===== src/rtl/a2d_scan_seq.sv =====
// a2d_scan_seq: A2D scan sequencer that steps a channel list through a 16-bit SPI master,
// averaging 2^AVG_LOG2 conversions per result in single-shot or continuous mode.
module a2d_scan_seq #(
    parameter int          NUM_CH   = 3,
    parameter int          DATA_W   = 12,
    parameter logic [23:0] CH_MAP   = {15'd0, 3'd5, 3'd4, 3'd0},
    parameter int          AVG_LOG2 = 0,
    parameter logic [7:0]  RST_FILL = 8'b100
) (
    input  logic                     clk,
    input  logic                     rst,
    input  logic                     nxt,
    input  logic                     cont,
    output logic [NUM_CH*DATA_W-1:0] samples,
    output logic [NUM_CH-1:0]        smpl_vld,
    output logic [2:0]               cur_ch,
    output logic                     cnv_done,
    output logic                     busy,
    output logic                     SS_n,
    output logic                     SCLK,
    output logic                     MOSI,
    input  logic                     MISO
);
    localparam int AW = DATA_W + AVG_LOG2;
    localparam int CW = AVG_LOG2 + 1;
    localparam logic [CW-1:0] AVG_N = CW'(1) << AVG_LOG2;

    typedef enum logic [2:0] {IDLE, CMD, GAP, RD, UPD} state_t;

    state_t                    state_q, state_d;
    logic [2:0]                cur_ch_q, cur_ch_d;
    logic [CW-1:0]             avg_cnt_q, avg_cnt_d, avg_inc;
    logic [AW-1:0]             acc_q, acc_d;
    logic [NUM_CH*DATA_W-1:0]  samples_q, samples_d;
    logic [NUM_CH-1:0]         smpl_vld_q, smpl_vld_d;
    logic                      cnv_done_q, cnv_done_d;
    logic                      wrt;

    logic [1:0]                div_q, div_d;
    logic [3:0]                bit_q, bit_d;
    logic [15:0]               shft_q, shft_d;
    logic                      miso_q, miso_d, ss_n_q, ss_n_d, done_q, done_d;

    assign wrt     = (state_q == IDLE && (nxt | cont)) || state_q == GAP;
    assign avg_inc = avg_cnt_q + CW'(1);

    // SPI mode 0, SCLK = clk/4; MISO captured on the rising SCLK edge, shifted in on the falling one
    always_comb begin
        div_d  = div_q;
        bit_d  = bit_q;
        shft_d = shft_q;
        miso_d = miso_q;
        ss_n_d = ss_n_q;
        done_d = 1'b0;
        if (wrt) begin
            ss_n_d = 1'b0;
            div_d  = 2'd0;
            bit_d  = 4'd0;
            shft_d = {2'b00, CH_MAP[3*cur_ch_q +: 3], 11'h000};
        end else if (!ss_n_q) begin
            div_d  = div_q + 2'd1;
            miso_d = (div_q == 2'd1) ? MISO : miso_q;
            if (div_q == 2'd3) begin
                shft_d = {shft_q[14:0], miso_q};
                bit_d  = bit_q + 4'd1;
                ss_n_d = (bit_q == 4'hF);
                done_d = (bit_q == 4'hF);
            end
        end
    end

    always_comb begin
        state_d    = state_q;
        cur_ch_d   = cur_ch_q;
        avg_cnt_d  = avg_cnt_q;
        acc_d      = acc_q;
        samples_d  = samples_q;
        smpl_vld_d = smpl_vld_q;
        cnv_done_d = 1'b0;
        case (state_q)
            IDLE: if (nxt | cont) begin
                state_d   = CMD;
                avg_cnt_d = '0;
                acc_d     = '0;
            end
            CMD: state_d = done_q ? GAP : CMD;
            GAP: state_d = RD;
            RD: if (done_q) begin
                acc_d     = acc_q + AW'(shft_q[DATA_W-1:0]);
                avg_cnt_d = avg_inc;
                state_d   = (avg_inc == AVG_N) ? UPD : GAP;
            end
            UPD: begin
                samples_d[cur_ch_q*DATA_W +: DATA_W] = DATA_W'(acc_q >> AVG_LOG2);
                smpl_vld_d = smpl_vld_q | (NUM_CH'(1) << cur_ch_q);
                cnv_done_d = 1'b1;
                cur_ch_d   = (cur_ch_q == 3'(NUM_CH - 1)) ? 3'd0 : cur_ch_q + 3'd1;
                state_d    = IDLE;
            end
            default: state_d = IDLE;
        endcase
    end

    always_ff @(posedge clk or posedge rst) begin
        if (rst) begin
            state_q    <= IDLE;
            cur_ch_q   <= 3'd0;
            avg_cnt_q  <= '0;
            acc_q      <= '0;
            smpl_vld_q <= '0;
            cnv_done_q <= 1'b0;
            for (int i = 0; i < NUM_CH; i++)
                samples_q[i*DATA_W +: DATA_W] <= {DATA_W{RST_FILL[i]}};
            div_q      <= 2'd0;
            bit_q      <= 4'd0;
            shft_q     <= 16'h0000;
            miso_q     <= 1'b0;
            ss_n_q     <= 1'b1;
            done_q     <= 1'b0;
        end else begin
            state_q    <= state_d;
            cur_ch_q   <= cur_ch_d;
            avg_cnt_q  <= avg_cnt_d;
            acc_q      <= acc_d;
            smpl_vld_q <= smpl_vld_d;
            cnv_done_q <= cnv_done_d;
            samples_q  <= samples_d;
            div_q      <= div_d;
            bit_q      <= bit_d;
            shft_q     <= shft_d;
            miso_q     <= miso_d;
            ss_n_q     <= ss_n_d;
            done_q     <= done_d;
        end
    end

    assign samples  = samples_q;
    assign smpl_vld = smpl_vld_q;
    assign cur_ch   = cur_ch_q;
    assign cnv_done = cnv_done_q;
    assign busy     = state_q != IDLE;
    assign SS_n     = ss_n_q;
    assign SCLK     = div_q[1];
    assign MOSI     = shft_q[15];
endmodule


===== config.mk =====
export PLATFORM = sky130hd
export DESIGN_NAME = a2d_scan_seq
export DESIGN_NICKNAME = d
export VERILOG_FILES = /design/src/rtl/a2d_scan_seq.sv
export SDC_FILE = /design/constraint.sdc
export NUM_CORES = 1
export LEC_CHECK = 0
export ABC_AREA = 1
export BUFFER_PORTS_ARGS = -buffer_cell sky130_fd_sc_hd__buf_2
export CORE_MARGIN = 2
export CORE_UTILIZATION = 55
export DETAILED_ROUTE_END_ITERATION = 12
export PLACE_DENSITY = 0.87
export SYNTH_ARGS = -nofsm -noshare
export SYNTH_HDL_FRONTEND = slang
export SYNTH_SLANG_ARGS = --single-unit

===== constraint.sdc =====
create_clock -name clk -period 7.95 [get_ports clk]
set_input_delay 0.3975 -clock clk [delete_from_list [all_inputs] [get_ports clk]]
set_output_delay 0.3975 -clock clk [all_outputs]
set_load 0.01 [all_outputs]

==> results.py <==
metrics = {
    "cts": {
        "cts_buffers": 9,
        "cts_setup_buffers": 0,
        "cts_buffer_depth": 2,
        "numClockSinks": 84,
        "cts_max_level": 3,
        "cts.repair.resized": 0,
        "hold_buffers": 0,
        "cts_root_buf": "clkbuf_8",
        "clock_latency_ns": 0.37,
        "cts_tree": "yes",
        "cts.clk_slew.worst_paths_ns": 0.09,
    },
    "routing": {
        "vias_per_cell": 5.35,
        "post_drt_wl_per_cell_um": 14.8,
        "dr.pass1.iters": 5,
        "vias": 4581,
        "drc": 0,
        "wl_um": 12600,
        "drt_iter0_drc": 219,
        "drtAntennaViolNets": 0,
    },
    "global_route": {
        "grt_pass1_wl_um": 21300,
        "grt_antenna_before_repair": 0,
        "grt_pass1_vias": 4500,
        "grt_max_degree": 85,
        "grtUsageTotal": 0.260,
        "grt-ovfl-total": 0,
    },
    "timing": {
        "setup_tns_ns": 0,
        "worst_slew_pin_slew_ns": 1.01,
        "post-route-period-util": 0.472,
        "hold_violations": 0,
        "rsz0062_at_grt": "no",
        "setup_ws_ns": 4.19,
        "worst_clock_skew_ns": 0.0149,
        "setup-violations-final": 0,
        "finalMaxSlewViolations": 0,
        "max_freq_mhz": 266,
        "slew-limit-headroom": 0.327,
        "fin_crit_ns": 3.76,
        "hold_slack_ns": 0.285,
    },
    "critical_path": {
        "critPathCaptureType": "flip-flop",
        "critPathMaxFanout": 20,
        "r2r_slack_ns": 4.19,
        "path_class": "flip-flop to flip-flop",
        "slowest_delay_ns": 0.67,
        "critPathLaunchType": "flip-flop",
        "slowest_stage": "fa_1",
        "r2r_end": "samples[8]$_DFFE_PP0P_",
        "cp.arrival_ns": 4.01,
        "path_cells": "ha_1, fa_1, inv_1, ha_1, inv_1, nand3_2, nor2_1, nand3_2, nand2_2, nand2_2, nand2_1, nand2_1",
        "required_ns": 8.21,
        "worst-r2r-cell-count": 12,
        "reg2reg_from": "cur_ch[0]$_DFFE_PP0P_",
    },
    "power": {
        "p_sw_frac": 0.484,
        "p_leak_nw": 3.07,
        "p_sw_uw": 792,
        "power_frac_seq": 0.364,
        "power_frac_comb": 0.452,
        "power_frac_clock": 0.184,
        "vdd_ir_drop_max_mv": 0.216,
        "powerDensity_nw_per_um2": 284,
        "p_int_uw": 845,
    },
    "final_layout": {
        "layout_common_cells": "178 x nand2_1, 81 x inv_1, 71 x dfrtp_1",
        "fin_nets": 754,
        "num-fill-cells": 831,
        "layout_commonest_cell": "nand2_1",
        "syn2layout_area_growth_pct": 9.41,
        "drive_above_1_share": 0.190,
        "final_cells": 857,
        "antenna_cells": 0,
        "final_cell_area_um2": 5760,
    },
    "yosys": {
        "syn_inst": 677,
        "yosysSeqAreaShare": 0.402,
        "synth.net_count": 708,
        "synth_seq_cells": 84,
        "ys_types": 48,
        "synth_area_um2": 5260,
        "yosysWarnings": 0,
        "syn_avg_cell_area_um2": 7.78,
    },
    "worst_hold_path": {
        "min_path_cells": 3,
        "hold_class": "input pin to flip-flop",
        "holdPathEnd": "miso_q$_DFFE_PP0P_",
        "worstHoldStart": "MISO",
    },
    "placed_design": {
        "place_congestion": 0.915,
        "dpl-instance-area_um2": 5570,
        "numPortBuffers": 51,
        "post-place-ws_ns": 4.25,
        "dp_hpwl_um": 9650,
        "place_inst": 841,
    },
    "floorplan": {
        "die_area_um2": 10400,
        "die_h_um": 102,
        "fp.dieW_um": 102,
        "initial_core_util": 0.567,
        "io_pins": 52,
        "fp-row-count": 35,
        "core_um2": 9280,
    },
    "run": {
        "maxCapViolations": 0,
    },
    "status": {
        "status": "finished, final reports clean",
    },
}
==> cells in the mapped netlist, drive strengths merged <==
master	instances	area (um^2)
o22ai	3	18.8
nand3	52	323
o211ai	1	7.51
a211oi	1	7.51
buf	12	103
o311ai	1	8.76
clkbuf	5	18.8
ha	24	300
dfstp	13	342
a31o	2	17.5
xor2	5	43.8
o21a	1	7.51
nand4	10	77.6
clkinv	2	8.75
fa	2	40.0
o31ai	3	22.5
inv	89	337
xnor2	1	8.76
a31oi	13	81.3
nor2	71	354
nand2	194	808
a21oi	27	139
dfrtp	71	1780
a21boi	1	7.51
o41ai	1	8.76
nor3	6	51.3
a21o	2	15.0
or2	1	6.26
o21ai	61	309
o21bai	2	15.0
==> logic make-up (layout without fill, tap and decap cells) <==
| family | Yosys count | count (layout) | synth area share |
|---|---|---|---|
| AO/OA/AOI/OAI | 119 | 119 | 0.126 |
| AND/OR/NAND/NOR | 334 | 334 | 0.308 |
| adder cells (fa/ha/maj) | 26 | 26 | 0.0647 |
| XOR/XNOR | 6 | 6 | 0.00998 |
| flip-flops | 84 | 84 | 0.402 |
| buffers and inverters | 108 | 159 | 0.0887 |
==> metal layers <==
layer / up-vias / track usage / wire [um]
met5: - / 0 / 0
li1: 2286 / - / -
met4: 0 / 0.118 / 418
met2: 121 / 0.460 / 6270
met3: 25 / 0.0315 / 424
met1: 2149 / 0.317 / 5530
==> per-stage QoR <==
stage           util  power (mW)
2_1_floorplan      -        1.17
3_3_place_gp   0.600        1.31
3_5_place_dp   0.600        1.33
4_1_cts        0.620        1.64
5_1_grt        0.620        1.76
6_report       0.620        1.64
==> power groups by stage <==
stage                     Clock [mW]  Sequential [mW]  Combinational [mW]
after floorplan                    0            0.575               0.599
after global placement             0            0.597               0.709
after detailed placement           0            0.602               0.727
after CTS                      0.311            0.594               0.733
after global routing           0.331            0.605               0.820
final                          0.301            0.596               0.740
==> worst max-delay path, delay by kind of cell (launching register included) <==
family                     cells  cell delay, ns
and+or+nand+nor                7            0.94
adders and majority gates      3            1.62
buffers and inverters          2            0.49
DFF                            1            0.62
==> state kept, by name, summed over array words and instances, names as in the netlist <==
name and cells:
SS_n 1, acc_q 12, avg_cnt_q 1, bit_q 4
cnv_done 1, cur_ch 3, div_q 2, done_q 1
miso_q 1, samples 36, shft_q 16, smpl_vld 3
state_q 3
==> final cells by class <==
cell class | instances | area, um^2 | area share
Sequential cell | 84 | 2120 | 0.368
Tap cell | 129 | 161 | 0.0280
Clock inverter | 7 | 67.6 | 0.0117
Inverter | 91 | 347 | 0.0602
Timing Repair Buffer | 52 | 263 | 0.0456
Multi-Input combinational cell | 485 | 2680 | 0.465
Clock buffer | 9 | 124 | 0.0215
==> worst max-delay path by stage <==
stage	start	endpoint	slack (ns)	depth (start not counted)
floorplan	cur_ch[1]$_DFFE_PP0P_	samples[0]$_DFFE_PP0P_	5.10	12
global placement	cur_ch[0]$_DFFE_PP0P_	samples[11]$_DFFE_PP0P_	4.44	12
detailed placement	cur_ch[0]$_DFFE_PP0P_	samples[8]$_DFFE_PP0P_	4.25	12
CTS	cur_ch[0]$_DFFE_PP0P_	samples[8]$_DFFE_PP0P_	4.21	12
global route	cur_ch[0]$_DFFE_PP0P_	samples[8]$_DFFE_PP0P_	3.99	12
finish	cur_ch[0]$_DFFE_PP0P_	samples[8]$_DFFE_PP0P_	4.19	12
(Power assumes the default switching activity.)
